<file path="src/rtl/regfile_wb_pkg.sv">
// Shared state encoding and default widths for the register-file writeback sequencer.
package regfile_wb_pkg;

  typedef enum logic [1:0] {
    IDLE   = 2'd0,
    SETUP  = 2'd1,
    STROBE = 2'd2
  } wb_state_t;

  localparam int WB_NUM_SRC = 4;
  localparam int WB_DEPTH   = 8;
  localparam int WB_DATA_W  = 32;
  localparam int WB_REG_AW  = 5;

endpackage

</file>
<file path="src/rtl/wb_rr_arbiter.sv">
// NUM_SRC-way round-robin arbiter: one-hot grant starting the search at the pointer,
// pointer moves to winner+1 only when the caller signals that the grant was taken.
module wb_rr_arbiter
  import regfile_wb_pkg::*;
#(
  parameter int NUM_SRC = WB_NUM_SRC
) (
  input  logic               clk,
  input  logic               rst_n,
  input  logic [NUM_SRC-1:0] i_req,
  input  logic               i_en,
  input  logic               i_advance,
  output logic [NUM_SRC-1:0] o_grant
);

  localparam int PW = (NUM_SRC > 1) ? $clog2(NUM_SRC) : 1;

  logic [PW-1:0]      r_ptr;
  logic [PW-1:0]      w_ptr_nxt;
  logic [NUM_SRC-1:0] w_grant;
  logic               w_found;

  always_comb begin
    w_grant   = '0;
    w_ptr_nxt = r_ptr;
    w_found   = 1'b0;
    for (int k = 0; k < NUM_SRC; k++) begin
      if (!w_found && i_req[(int'(r_ptr) + k) % NUM_SRC]) begin
        w_found                                 = 1'b1;
        w_grant[(int'(r_ptr) + k) % NUM_SRC]    = 1'b1;
        w_ptr_nxt                               = PW'((int'(r_ptr) + k + 1) % NUM_SRC);
      end
    end
  end

  assign o_grant = w_grant & {NUM_SRC{i_en}};

  always_ff @(posedge clk or negedge rst_n) begin
    if (!rst_n) begin
      r_ptr <= '0;
    end else if (i_advance) begin
      r_ptr <= w_ptr_nxt;
    end
  end

endmodule

</file>
<file path="src/rtl/regfile_wb_sequencer.sv">
// Writeback sequencer: arbitrates result sources into an in-order FIFO and drives the regfile
// write port as SETUP (number/data) then a one-cycle STROBE. Optional lookup: WB_FWD_EN.
module regfile_wb_sequencer
  import regfile_wb_pkg::*;
#(
  parameter int NUM_SRC = WB_NUM_SRC,
  parameter int DEPTH   = WB_DEPTH,
  parameter int DATA_W  = WB_DATA_W,
  parameter int REG_AW  = WB_REG_AW
) (
  input  logic                      clk,
  input  logic                      rst_n,
  input  logic [NUM_SRC-1:0]        src_valid,
  output logic [NUM_SRC-1:0]        src_ready,
  input  logic [NUM_SRC*REG_AW-1:0] src_reg,
  input  logic [NUM_SRC*DATA_W-1:0] src_data,
  output logic [REG_AW-1:0]         wr_reg_number,
  output logic [DATA_W-1:0]         wr_data,
  output logic                      wr_strobe,
  output logic [$clog2(DEPTH):0]    pending,
  output logic                      idle
`ifdef WB_FWD_EN
  ,
  input  logic [REG_AW-1:0]         fwd_reg,
  output logic                      fwd_hit,
  output logic [DATA_W-1:0]         fwd_data
`endif
);

  localparam int AW = $clog2(DEPTH);

  logic [AW:0]          r_wptr;
  logic [AW:0]          r_rptr;
  logic [AW:0]          w_count;
  logic                 w_full;
  logic                 w_empty;
  logic                 w_push;
  logic                 w_pop;
  logic [REG_AW-1:0]    r_mem_reg  [DEPTH];
  logic [DATA_W-1:0]    r_mem_data [DEPTH];
  logic [NUM_SRC-1:0]   w_grant;
  logic [REG_AW-1:0]    w_push_reg;
  logic [DATA_W-1:0]    w_push_data;
  logic [AW-1:0]        w_head_idx;
  wb_state_t            r_state;
  wb_state_t            w_state_nxt;
  logic                 r_wr_strobe;
  logic [REG_AW-1:0]    r_wr_reg;
  logic [DATA_W-1:0]    r_wr_data;

  // Ready depends only on the pre-pop full flag, never on this cycle's pop.
  wb_rr_arbiter #(.NUM_SRC(NUM_SRC)) u_arb (
    .clk       (clk),
    .rst_n     (rst_n),
    .i_req     (src_valid),
    .i_en      (!w_full),
    .i_advance (w_push),
    .o_grant   (w_grant)
  );

  assign src_ready = w_grant;
  assign w_push    = |w_grant;

  always_comb begin
    w_push_reg  = '0;
    w_push_data = '0;
    for (int i = 0; i < NUM_SRC; i++) begin
      if (w_grant[i]) begin
        w_push_reg  = src_reg[i*REG_AW +: REG_AW];
        w_push_data = src_data[i*DATA_W +: DATA_W];
      end
    end
  end

  assign w_count = r_wptr - r_rptr;
  assign w_empty = (r_wptr == r_rptr);
  assign w_full  = (r_wptr[AW] != r_rptr[AW]) && (r_wptr[AW-1:0] == r_rptr[AW-1:0]);
  assign w_pop   = (r_state == STROBE);

  always_ff @(posedge clk) begin
    if (w_push) begin
      r_mem_reg[r_wptr[AW-1:0]]  <= w_push_reg;
      r_mem_data[r_wptr[AW-1:0]] <= w_push_data;
    end
  end

  always_ff @(posedge clk or negedge rst_n) begin
    if (!rst_n) begin
      r_wptr <= '0;
      r_rptr <= '0;
    end else begin
      if (w_push) r_wptr <= r_wptr + 1'b1;
      if (w_pop)  r_rptr <= r_rptr + 1'b1;
    end
  end

  always_comb begin
    w_state_nxt = r_state;
    case (r_state)
      IDLE:    if (!w_empty) w_state_nxt = SETUP;
      SETUP:   w_state_nxt = STROBE;
      STROBE:  w_state_nxt = (w_count > (AW+1)'(1)) ? SETUP : IDLE;
      default: w_state_nxt = IDLE;
    endcase
  end

  // Leaving STROBE the current head is being popped, so the next entry is one further on.
  assign w_head_idx = (r_state == STROBE) ? (r_rptr[AW-1:0] + 1'b1) : r_rptr[AW-1:0];

  always_ff @(posedge clk or negedge rst_n) begin
    if (!rst_n) begin
      r_state     <= IDLE;
      r_wr_strobe <= 1'b0;
      r_wr_reg    <= '0;
      r_wr_data   <= '0;
    end else begin
      r_state     <= w_state_nxt;
      r_wr_strobe <= (w_state_nxt == STROBE);
      if (w_state_nxt == SETUP) begin
        r_wr_reg  <= r_mem_reg[w_head_idx];
        r_wr_data <= r_mem_data[w_head_idx];
      end
    end
  end

  assign wr_strobe     = r_wr_strobe;
  assign wr_reg_number = r_wr_reg;
  assign wr_data       = r_wr_data;
  assign pending       = w_count;
  assign idle          = w_empty && (r_state == IDLE);

`ifdef WB_FWD_EN
  // Scan oldest to youngest so the last match seen is the youngest.
  always_comb begin
    fwd_hit  = 1'b0;
    fwd_data = '0;
    for (int i = 0; i < DEPTH; i++) begin
      if (((AW+1)'(i) < w_count) &&
          (r_mem_reg[r_rptr[AW-1:0] + AW'(i)] == fwd_reg)) begin
        fwd_hit  = 1'b1;
        fwd_data = r_mem_data[r_rptr[AW-1:0] + AW'(i)];
      end
    end
  end
`endif

endmodule

</file>
<file path="config.mk">
export PLATFORM = sky130hd
export DESIGN_NAME = regfile_wb_sequencer
export DESIGN_NICKNAME = d
export VERILOG_FILES = /design/src/rtl/regfile_wb_pkg.sv /design/src/rtl/wb_rr_arbiter.sv /design/src/rtl/regfile_wb_sequencer.sv
export SDC_FILE = /design/constraint.sdc
export NUM_CORES = 1
export LEC_CHECK = 0
export ABC_AREA = 1
export ABC_CLOCK_PERIOD_IN_PS = 5150
export CAP_MARGIN = 25
export CELL_PAD_IN_SITES_DETAIL_PLACEMENT = 0
export CELL_PAD_IN_SITES_GLOBAL_PLACEMENT = 2
export CORE_AREA = 8 8 237 239
export CTS_CLUSTER_DIAMETER = 200
export DETAILED_ROUTE_END_ITERATION = 10
export DIE_AREA = 0 0 245 247
export PLACE_DENSITY_LB_ADDON = 0.12
export SETUP_SLACK_MARGIN = 0.05
export SLEW_MARGIN = 20
export SYNTH_ARGS = -nofsm -noshare
export SYNTH_HDL_FRONTEND = slang
export SYNTH_SLANG_ARGS = --single-unit
export TNS_END_PERCENT = 50
</file>
<file path="constraint.sdc">
create_clock -name clk -period 5.15 [get_ports clk]
set_input_delay 1.03 -clock clk [delete_from_list [all_inputs] [get_ports clk]]
set_output_delay 1.03 -clock clk [all_outputs]
set_load 0.03 [all_outputs]
</file>
; Word level (Yosys, flattened, before mapping)
; Memory sizes are Yosys's and may differ from the RTL's. A register that Yosys moved wholly into a read port is not among the register bits.
; Index checks and enable logic that the tools add are counted.
[totals]
reg_bits = 13
ram_bits = 296
input_bits = 154
wordCells = 106
mem_count = 2
[op_classes]
n_addsub = 10
magnitude_cmp = 9
n_eq_ne = 7
mux = 44
n_bitwise = 7
n_reduce_logical = 22
[mem_list]
columns = memory, depth, width, read_ports, rd_ports_with_merged_regs, write_ports, line_no
row1 = r_mem_data, 8, 32, 1, 1, 1, regfile_wb_sequencer.sv:40  ; logic [DATA_W-1:0] r_mem_data [DEPTH];
row2 = r_mem_reg, 8, 5, 1, 1, 1, regfile_wb_sequencer.sv:39  ; logic [REG_AW-1:0] r_mem_reg [DEPTH];
[ops]
columns = operator, n
row1 = two-way mux 32 bit, 4
row2 = two-way mux 5 bit, 4
row3 = two-way mux 1 bit, 17
row4 = two-way mux 4 bit, 4
row5 = "less-than comparator 3 x 4 -> 1 bit, second input constant", 3
row6 = OR 4 bit, 3
row7 = "adder 2 bit, second input constant", 5
row8 = two-way mux 2 bit, 5
row9 = ">= comparator 3 x 1 -> 1 bit, second input constant", 3
row10 = logical AND 1 bit, 9
row11 = "adder 4 x 1 -> 4 bit, second input constant", 2
row12 = binary-select mux 1 bit (select 2 bit), 4
row13 = demux 1 bit (select 2 bit), 4
row14 = zero test 1 bit, 6
row15 = case mux 2 bit (3 select lines), 1
row16 = OR reduction 2 bit, 3
row17 = AND 4 bit, 1
row18 = "equality test 2 x 1 -> 1 bit, second input constant", 2
row19 = "equality test 2 bit, second input constant", 2
row20 = equality test 4 bit, 1
row21 = "> comparator 4 x 1 -> 1 bit, second input constant", 1
row22 = nonzero test 4 bit, 1
row23 = OR reduction 4 bit, 1
row24 = subtractor 4 bit, 1
row25 = 10 further kinds, 12

; Depth between registers and ports, before layout
; Gate-level depths: netlist (run 1).
[depth]
word_depth = 19
mapped_depth = 17
mapped_depth_nobuf = 16

; Cells and area by module
; A second synthesis (run 1) with hierarchy kept.
[hier_totals]
cells_unflattened = 1781
area_unflattened_um2 = 16502.1
[by_module_without_submodules]
columns = module, instances, cells_each, area_per_inst_um2, seq_area_each_um2
row1 = regfile_wb_sequencer, 1, 1681, 15925.3, 10064.7
row2 = wb_rr_arbiter, 1, 100, 576.8, 50.0

; Least setup slack after synthesis (run 1)
; Ideal clock, no wire load.
[synth_path]
path_kind = input-to-reg
startpoint = input port src_valid[1]
endpoint = memory r_mem_data[3][0] (netlist bit), enable pin
setup_ps = 478
arrival_ps = 4568
t_required_ps = 4672
path_slack_ps = 105
path_stages = 12
n_path_buf = 1
cell_sequence = nand2_1 nand3_2 nand2_4 nand2_4 nor2_8 nand3_1 nand2_1 nand2_1 buf_4 nand2_1 nor2_4 nor3_1
[synth_via]
elab_chain_len = 16
word_cells_on_any_way = 31
[synth_lines]
columns = item, line_no
row1 = start: declaration, regfile_wb_sequencer.sv:13  ; input logic [NUM_SRC-1:0] src_valid,
row2 = binary-select mux 1 bit (select 2 bit), wb_rr_arbiter.sv:28  ; if (!w_found && i_req[(int'(r_ptr) + k) % NUM_SRC]) begin
row3 = two-way mux 1 bit (not written as such), wb_rr_arbiter.sv:28
row4 = two-way mux 1 bit, wb_rr_arbiter.sv:28
row5 = zero test 1 bit, wb_rr_arbiter.sv:28
row6 = logical AND 1 bit, wb_rr_arbiter.sv:28
row7 = two-way mux 1 bit, wb_rr_arbiter.sv:28
row8 = zero test 1 bit, wb_rr_arbiter.sv:28
row9 = logical AND 1 bit, wb_rr_arbiter.sv:28
row10 = two-way mux 1 bit, wb_rr_arbiter.sv:28
row11 = zero test 1 bit, wb_rr_arbiter.sv:28
row12 = logical AND 1 bit, wb_rr_arbiter.sv:28
row13 = two-way mux 4 bit *, wb_rr_arbiter.sv:28
row14 = AND 4 bit *, wb_rr_arbiter.sv:36  ; assign o_grant = w_grant & {NUM_SRC{i_en}};
row15 = OR reduction 4 bit *, regfile_wb_sequencer.sv:62  ; assign w_push = |w_grant;
row16 = two-way mux 1 bit *, regfile_wb_sequencer.sv:81  ; if (w_push) begin
row17 = two-way mux 1 bit (not written as such) *, regfile_wb_sequencer.sv:83  ; r_mem_data[r_wptr[AW-1:0]] <= w_push_data;
row18 = end: declaration, regfile_wb_sequencer.sv:40
; Every way passes the cells marked *; elsewhere a longest branch is shown, timed or not. The select of a mux whose other input is x is not followed.

; Worst setup path after layout (run 1)
[layout_path]
startpoint = register u_arb.r_ptr[0]
endpoint = output port src_ready[1]
[layout_via]
elab_chain_len = 14
word_cells_on_any_way = 57
[layout_lines]
columns = item, line_no
row1 = start: declaration, wb_rr_arbiter.sv:18  ; logic [PW-1:0] r_ptr;
row2 = start signal: assignment, wb_rr_arbiter.sv:42  ; r_ptr <= w_ptr_nxt;
row3 = adder 2 x 1 -> 2 bit, "wb_rr_arbiter.sv:28, wb_rr_arbiter.sv:30"
row4 = OR reduction 2 bit (no line), -
row5 = AND 1 bit (no line), -
row6 = less-than comparator 3 x 4 -> 1 bit (not written as such) / >= comparator 3 x 1 -> 1 bit (equally long branches), wb_rr_arbiter.sv:30  ; w_grant[(int'(r_ptr) + k) % NUM_SRC] = 1'b1;
row7 = logical AND 1 bit (not written as such), wb_rr_arbiter.sv:30
row8 = two-way mux 1 bit (not written as such), wb_rr_arbiter.sv:30
row9 = demux 1 bit (select 2 bit), -
row10 = OR 4 bit (no line), -
row11 = two-way mux 4 bit, wb_rr_arbiter.sv:28
row12 = OR 4 bit (no line), -
row13 = two-way mux 4 bit, wb_rr_arbiter.sv:28
row14 = OR 4 bit (no line), -
row15 = two-way mux 4 bit *, wb_rr_arbiter.sv:28
row16 = AND 4 bit *, wb_rr_arbiter.sv:36
row17 = end: declaration, regfile_wb_sequencer.sv:14  ; output logic [NUM_SRC-1:0] src_ready,
; Marked as above.

==> results.json, run 1 <==
{
  "clk_latency_ns": 0.53,
  "std_cell_rows": 84,
  "synth_area_leaders": "edfxtp_1, dfrtp_1, o21ai_0",
  "cts_buffers": 37,
  "arrival_ns": 3.28,
  "syn_avg_cell_area_um2": 10.77,
  "hold_depth": 1,
  "final_design_area_no_fill_um2": 19400,
  "yosys-top-cells-count": "edfxtp_1, nor2_1, nand2_1",
  "worstMarginPinSlew_ns": 0.9444,
  "route.detailed.drc": 0,
  "synth-edff-count": 296,
  "coreArea_um2": 52240,
  "grt_max_degree": 119,
  "fill_cells": 5165,
  "rsz0062_at_grt": "no",
  "cts_max_path_buffers": 3,
  "post-cts-setup-buffers": 0,
  "slew_headroom_pct": 36.37,
  "layout-drive-gt1-share_pct": 7.932,
  "placed_cell_area_um2": 18180,
  "post-synth-top-area-cell": "edfxtp_1",
  "ys_warn_count": 0,
  "synth_area_um2": 15500,
  "cts_resized": 0,
  "finalHoldViolations": 0,
  "wl_per_cell_um": 21.05,
  "final.setup_skew_ns": 0.01130,
  "maxSlewViolCount": 0,
  "wl_um": 49030,
  "grt_pass1_wl_um": 73610,
  "chipHeight_um": 247,
  "status": "complete, no violations",
  "startpoint_type": "register",
  "hold_buffers": 0,
  "grt_usage_pct": 15.83,
  "finalCritPeriodShare_pct": 83.63,
  "fin_nets": 1779,
  "cts_sinks": 345,
  "area_growth_pct": 25.17,
  "ff_latch_area_um2": 10110,
  "cts_root_buffer": "clkbuf_16",
  "worst-path-max-fanout": 12,
  "fmaxAchievable_mhz": 232.2,
  "post-route-util_pct": 37.15,
  "grt_overflow": 0,
  "htreeDepth": 2,
  "rr_worst_depth": 14,
  "finalSetupTns_ns": 0,
  "drt_iter0_markers": 639,
  "first_pass_iters": 5,
  "gp_routability_congestion": 0.7800,
  "ys_ff_latch": 345,
  "place_inst": 2261,
  "dpl.hpwl_um": 31220,
  "ys_types": 37,
  "ant_nets": 0,
  "start_util_pct": 29.68,
  "yosysMostFrequentCell": "edfxtp_1",
  "synth_nets": 1606,
  "multi_input_area_um2": 4755,
  "ys_seq_area_share_pct": 65.25,
  "crit_path_end_kind": "primary output",
  "synthArstFlopShare_pct": 14.20,
  "crit_type": "reg -> out",
  "required_ns": 4.12,
  "cts_tree": "yes",
  "min_path_type": "reg -> reg",
  "setup_viol": 0,
  "antenna_found_initial": 3,
  "vias_per_cell": 4.854,
  "ios": 201,
  "period_minus_slack_ns": 4.307,
  "netlist_instances": 1439,
  "maxCapViolations": 0,
  "largest_reg_flops": 256,
  "io_buffers": 200,
  "yosysTopAreaCellShare_pct": 57.34,
  "clk_pin_slew_worst_paths_ns": 0.06,
  "vias": 11304,
  "grt_pass1_vias": 11516,
  "die-area_um2": 60520,
  "finalNonFillerCells": 2329,
  "die_x_um": 245,
  "ys.flop_type": "edfxtp_1"
}
layout by cell type, fill, tap and decap left out, types with 37 or more instances in the layout:
master,Yosys,routed
o21ai_0,188,188
clkdlybuf4s50_1,0,198
o21ai_1,38,38
edfxtp_1,296,296
nand2_1,204,203
nand3_1,127,127
o22ai_1,74,74
nor2_1,235,230
clkbuf_16,0,39
dfrtp_1,49,49
o21a_1,37,37
cell families (layout without fill, tap and decap cells):
group / Yosys count / after routing / share of synthesized area (%)
simple gates: 596 / 596 / 16.28
xor+xnor: 7 / 7 / 0.3955
compound gates: 342 / 342 / 12.31
fa+ha+maj: 13 / 13 / 1.098
other cells: 0 / 2 / 0
flops: 345 / 345 / 65.25
buf+inv: 136 / 336 / 4.673
layout make-up:
class | count | share of cell area [%]
Multi-Input combinational cell | 958 | 24.50
Sequential cell | 345 | 52.12
Clock inverter | 15 | 0.9414
Inverter | 35 | 0.7157
Timing Repair Buffer | 235 | 11.89
Antenna cell | 2 | 0.02579
Clock buffer | 51 | 5.365
Tap cell | 688 | 4.436
critical path, stage by stage, from the launching register on:
cell             delay [ns]
dfrtp_1                0.65
inv_6                  0.11
ha_1                   0.39
inv_1                  0.14
nand3_1                0.10
nand2_2                0.12
nand3_4                0.12
nor2_1                 0.13
nor2_2                 0.05
nand2_1                0.07
nand2_1                0.08
inv_1                  0.08
clkdlybuf4s50_1        0.70
worst paths after layout:
check,startpoint,endpoint,slack (ns)
max,u_arb.r_ptr[0],src_ready[1],0.84
min,wr_data[28],wr_data[28],0.49
max reg2reg,u_arb.r_ptr[0],r_mem_data[0][13],1.39
min reg2reg,wr_data[28],wr_data[28],0.49
max in group asynchronous,rst_n,wr_data[13],3.96
min in group asynchronous,rst_n,u_arb.r_ptr[1],0.66
per-layer routing:
layer | vias to the layer above | track usage [%] | wire [um]
met2 | 272 | 25.79 | 22760
li1 | 5445 | - | -
met3 | 44 | 3.658 | 2723
met4 | 2 | 3.190 | 631
met5 | - | 0 | 13
met1 | 5541 | 21.45 | 22900
through the flow:
| step | hold slack, ns | worst slack [ns] |
|---|---|---|
| 6_report | 0.4870 | 0.8432 |
| 2_1_floorplan | 0.4607 | 0.1047 |
| 3_3_place_gp | 0.4728 | 0.9556 |
| 5_1_grt | 0.5059 | 0.6030 |
| 3_5_place_dp | 0.4802 | 0.9566 |
| 4_1_cts | 0.4926 | 0.7844 |
Power of run 1 is left out: the tool's default activity adds up to more than one toggle a clock period on the data nets, which glitch-free logic cannot reach.
==> run 2: changes to the inputs <==
--- a/config.mk
+++ b/config.mk
@@ -6,7 +6,7 @@
 export NUM_CORES = 1
 export LEC_CHECK = 0
 export ABC_AREA = 1
-export ABC_CLOCK_PERIOD_IN_PS = 5150
+export ABC_CLOCK_PERIOD_IN_PS = 4400
 export CAP_MARGIN = 25
 export CELL_PAD_IN_SITES_DETAIL_PLACEMENT = 0
 export CELL_PAD_IN_SITES_GLOBAL_PLACEMENT = 2
==> constraint.sdc (replaced) <==
create_clock -name clk -period 4.4 [get_ports clk]
set_input_delay 0.88 -clock clk [delete_from_list [all_inputs] [get_ports clk]]
set_output_delay 0.88 -clock clk [all_outputs]
set_load 0.03 [all_outputs]
==> run 2 against run 1 <==
Count of clock-buffer cells in the layout down 3. First-iteration DRC count up 6.9%. Setup slack worse by 0.53 ns. Critical endpoint unchanged.
==> results.json, run 2 (same netlist as run 1, synthesis figures left out) <==
{
  "status": "complete, no violations",
  "worstReg2RegStart": "u_arb.r_ptr[1]",
  "crit_type": "reg -> out",
  "cpPeakStageDelay_ns": 0.68,
  "cts_sinks": 345,
  "chipHeight_um": 247,
  "r2r_slack_ns": 0.76,
  "fin_ws_ns": 0.3089,
  "top_usage_layer": "met2",
  "coreArea_um2": 52240,
  "post-route-util_pct": 37.26,
  "io_buffers": 200,
  "mostFrequentLayoutCell": "edfxtp_1",
  "hold_buffers": 0,
  "htreeDepth": 2,
  "period_minus_slack_ns": 4.091,
  "grt_pass1_wl_um": 72680,
  "arrival_ns": 3.21,
  "path_delay_family": "buffers and inverters",
  "fmaxAchievable_mhz": 244.4,
  "cts_buffers": 37,
  "cts_resized": 0,
  "fin_nets": 1793,
  "grt_pass1_vias": 11539,
  "rsz0062_at_grt": "no",
  "fill_cells": 5171,
  "crit_start": "u_arb.r_ptr[1]",
  "antenna_found_initial": 4,
  "area_growth_pct": 25.54,
  "setup_viol": 0,
  "placed_cell_area_um2": 18340,
  "std_cell_rows": 84,
  "cts_root_buffer": "clkbuf_16",
  "first_pass_iters": 7,
  "largest_reg_flops": 256,
  "use_met1_pct": 20.76,
  "clk_pin_slew_worst_paths_ns": 0.07,
  "crit_chain": "inv_1 > ha_1 > inv_1 > nand3_1 > nand2_2 > nand2_4 > nor2_8 > nand3_2 > nand2_1 > nand2_1 > inv_1 > clkdlybuf4s50_1",
  "gp_routability_congestion": 0.7839,
  "slew_headroom_pct": 29.15,
  "worstMarginPinSlew_ns": 1.052,
  "final.setup_skew_ns": 0.01672,
  "setup.worst_path.end": "src_ready[1]",
  "ant_nets": 0,
  "met2_usage_pct": 25.31,
  "ff_latch_area_um2": 10120,
  "maxCapViolations": 0,
  "finalNonFillerCells": 2340,
  "clk_latency_ns": 0.52,
  "dpl.hpwl_um": 30020,
  "place_inst": 2273,
  "crit_buf_inv": 4,
  "route.detailed.drc": 0,
  "multi_input_area_um2": 4750,
  "timing.critical_path.mode_cell": "inv_1",
  "ios": 201,
  "crit_path_end_kind": "primary output",
  "grt_max_degree": 149,
  "most-common-layout-cells": "edfxtp_1, nor2_1, nand2_1",
  "finalCritPeriodShare_pct": 92.98,
  "vias_per_cell": 4.817,
  "r2r_end": "r_mem_data[4][31]",
  "die_x_um": 245,
  "wl_um": 48360,
  "finalHoldViolations": 0,
  "use_met3_pct": 4.251,
  "vias": 11271,
  "maxSlewViolCount": 0,
  "cts_max_path_buffers": 3,
  "cpMaxStageDelayCell": "clkdlybuf4s50_1",
  "min_path_type": "in -> async",
  "layout-drive-gt1-share_pct": 8.661,
  "post-cts-setup-buffers": 0,
  "startpoint_type": "register",
  "dp_slack_ns": 0.4698,
  "path_depth": 12,
  "grt_overflow": 0,
  "die-area_um2": 60520,
  "drt_iter0_markers": 683,
  "required_ns": 3.52,
  "rr_worst_depth": 14,
  "start_util_pct": 29.68,
  "wl_per_cell_um": 20.66,
  "final_design_area_no_fill_um2": 19460,
  "cts_tree": "yes",
  "worst-path-max-fanout": 7,
  "grt_usage_pct": 15.68
}
-- run 2: metal layers --
metal | vias up | share of wire (%)
li1 | 5484 | -
met1 | 5428 | 46
met2 | 296 | 46
met3 | 59 | 6.8
met4 | 4 | 1.8
met5 | - | 0.056
-- run 2: worst min-delay path by stage --
| stage | end | from | cells after the start |
|---|---|---|---|
| finish | u_arb.r_ptr[1] | rst_n | 1 |
| global route | u_arb.r_ptr[0] | rst_n | 1 |
| CTS | u_arb.r_ptr[1] | rst_n | 1 |
| detailed placement | wr_reg_number[0] | wr_reg_number[0] | 1 |
| global placement | wr_data[18] | wr_data[18] | 1 |
| floorplan | r_rptr[3] | r_rptr[3] | 1 |
-- run 2: area by class of cell --
cell class              count  area share (%)
diodes                      1         0.01286
clock buffers              48           5.021
clock inverters            16          0.6879
inverters                  35          0.7136
multi-input cells         958           24.41
flip-flops and latches    345           51.98
well taps                 688           4.423
repair buffers            249           12.76
-- run 2: worst reg2reg max path, cell delays in order, from the launching register on --
cell	delay (ns)
dfrtp_1	0.50
inv_1	0.21
ha_1	0.38
inv_1	0.15
nand3_1	0.11
nand2_2	0.12
nand2_4	0.08
nor2_8	0.13
nand3_2	0.08
nand2_1	0.09
buf_4	0.37
nand3_1	0.14
nand2_1	0.08
nor2_1	0.04
o21ai_0	0.81
-- run 2: metrics by stage --
step	hold WS, ns	setup TNS, ns
floorplan	0.4607	-63.80
global placement	0.4719	0
detailed placement	0.4809	0
CTS	0.4275	0
global route	0.4295	0
finish	0.3949	0
Power of run 2 is left out for the same reason.
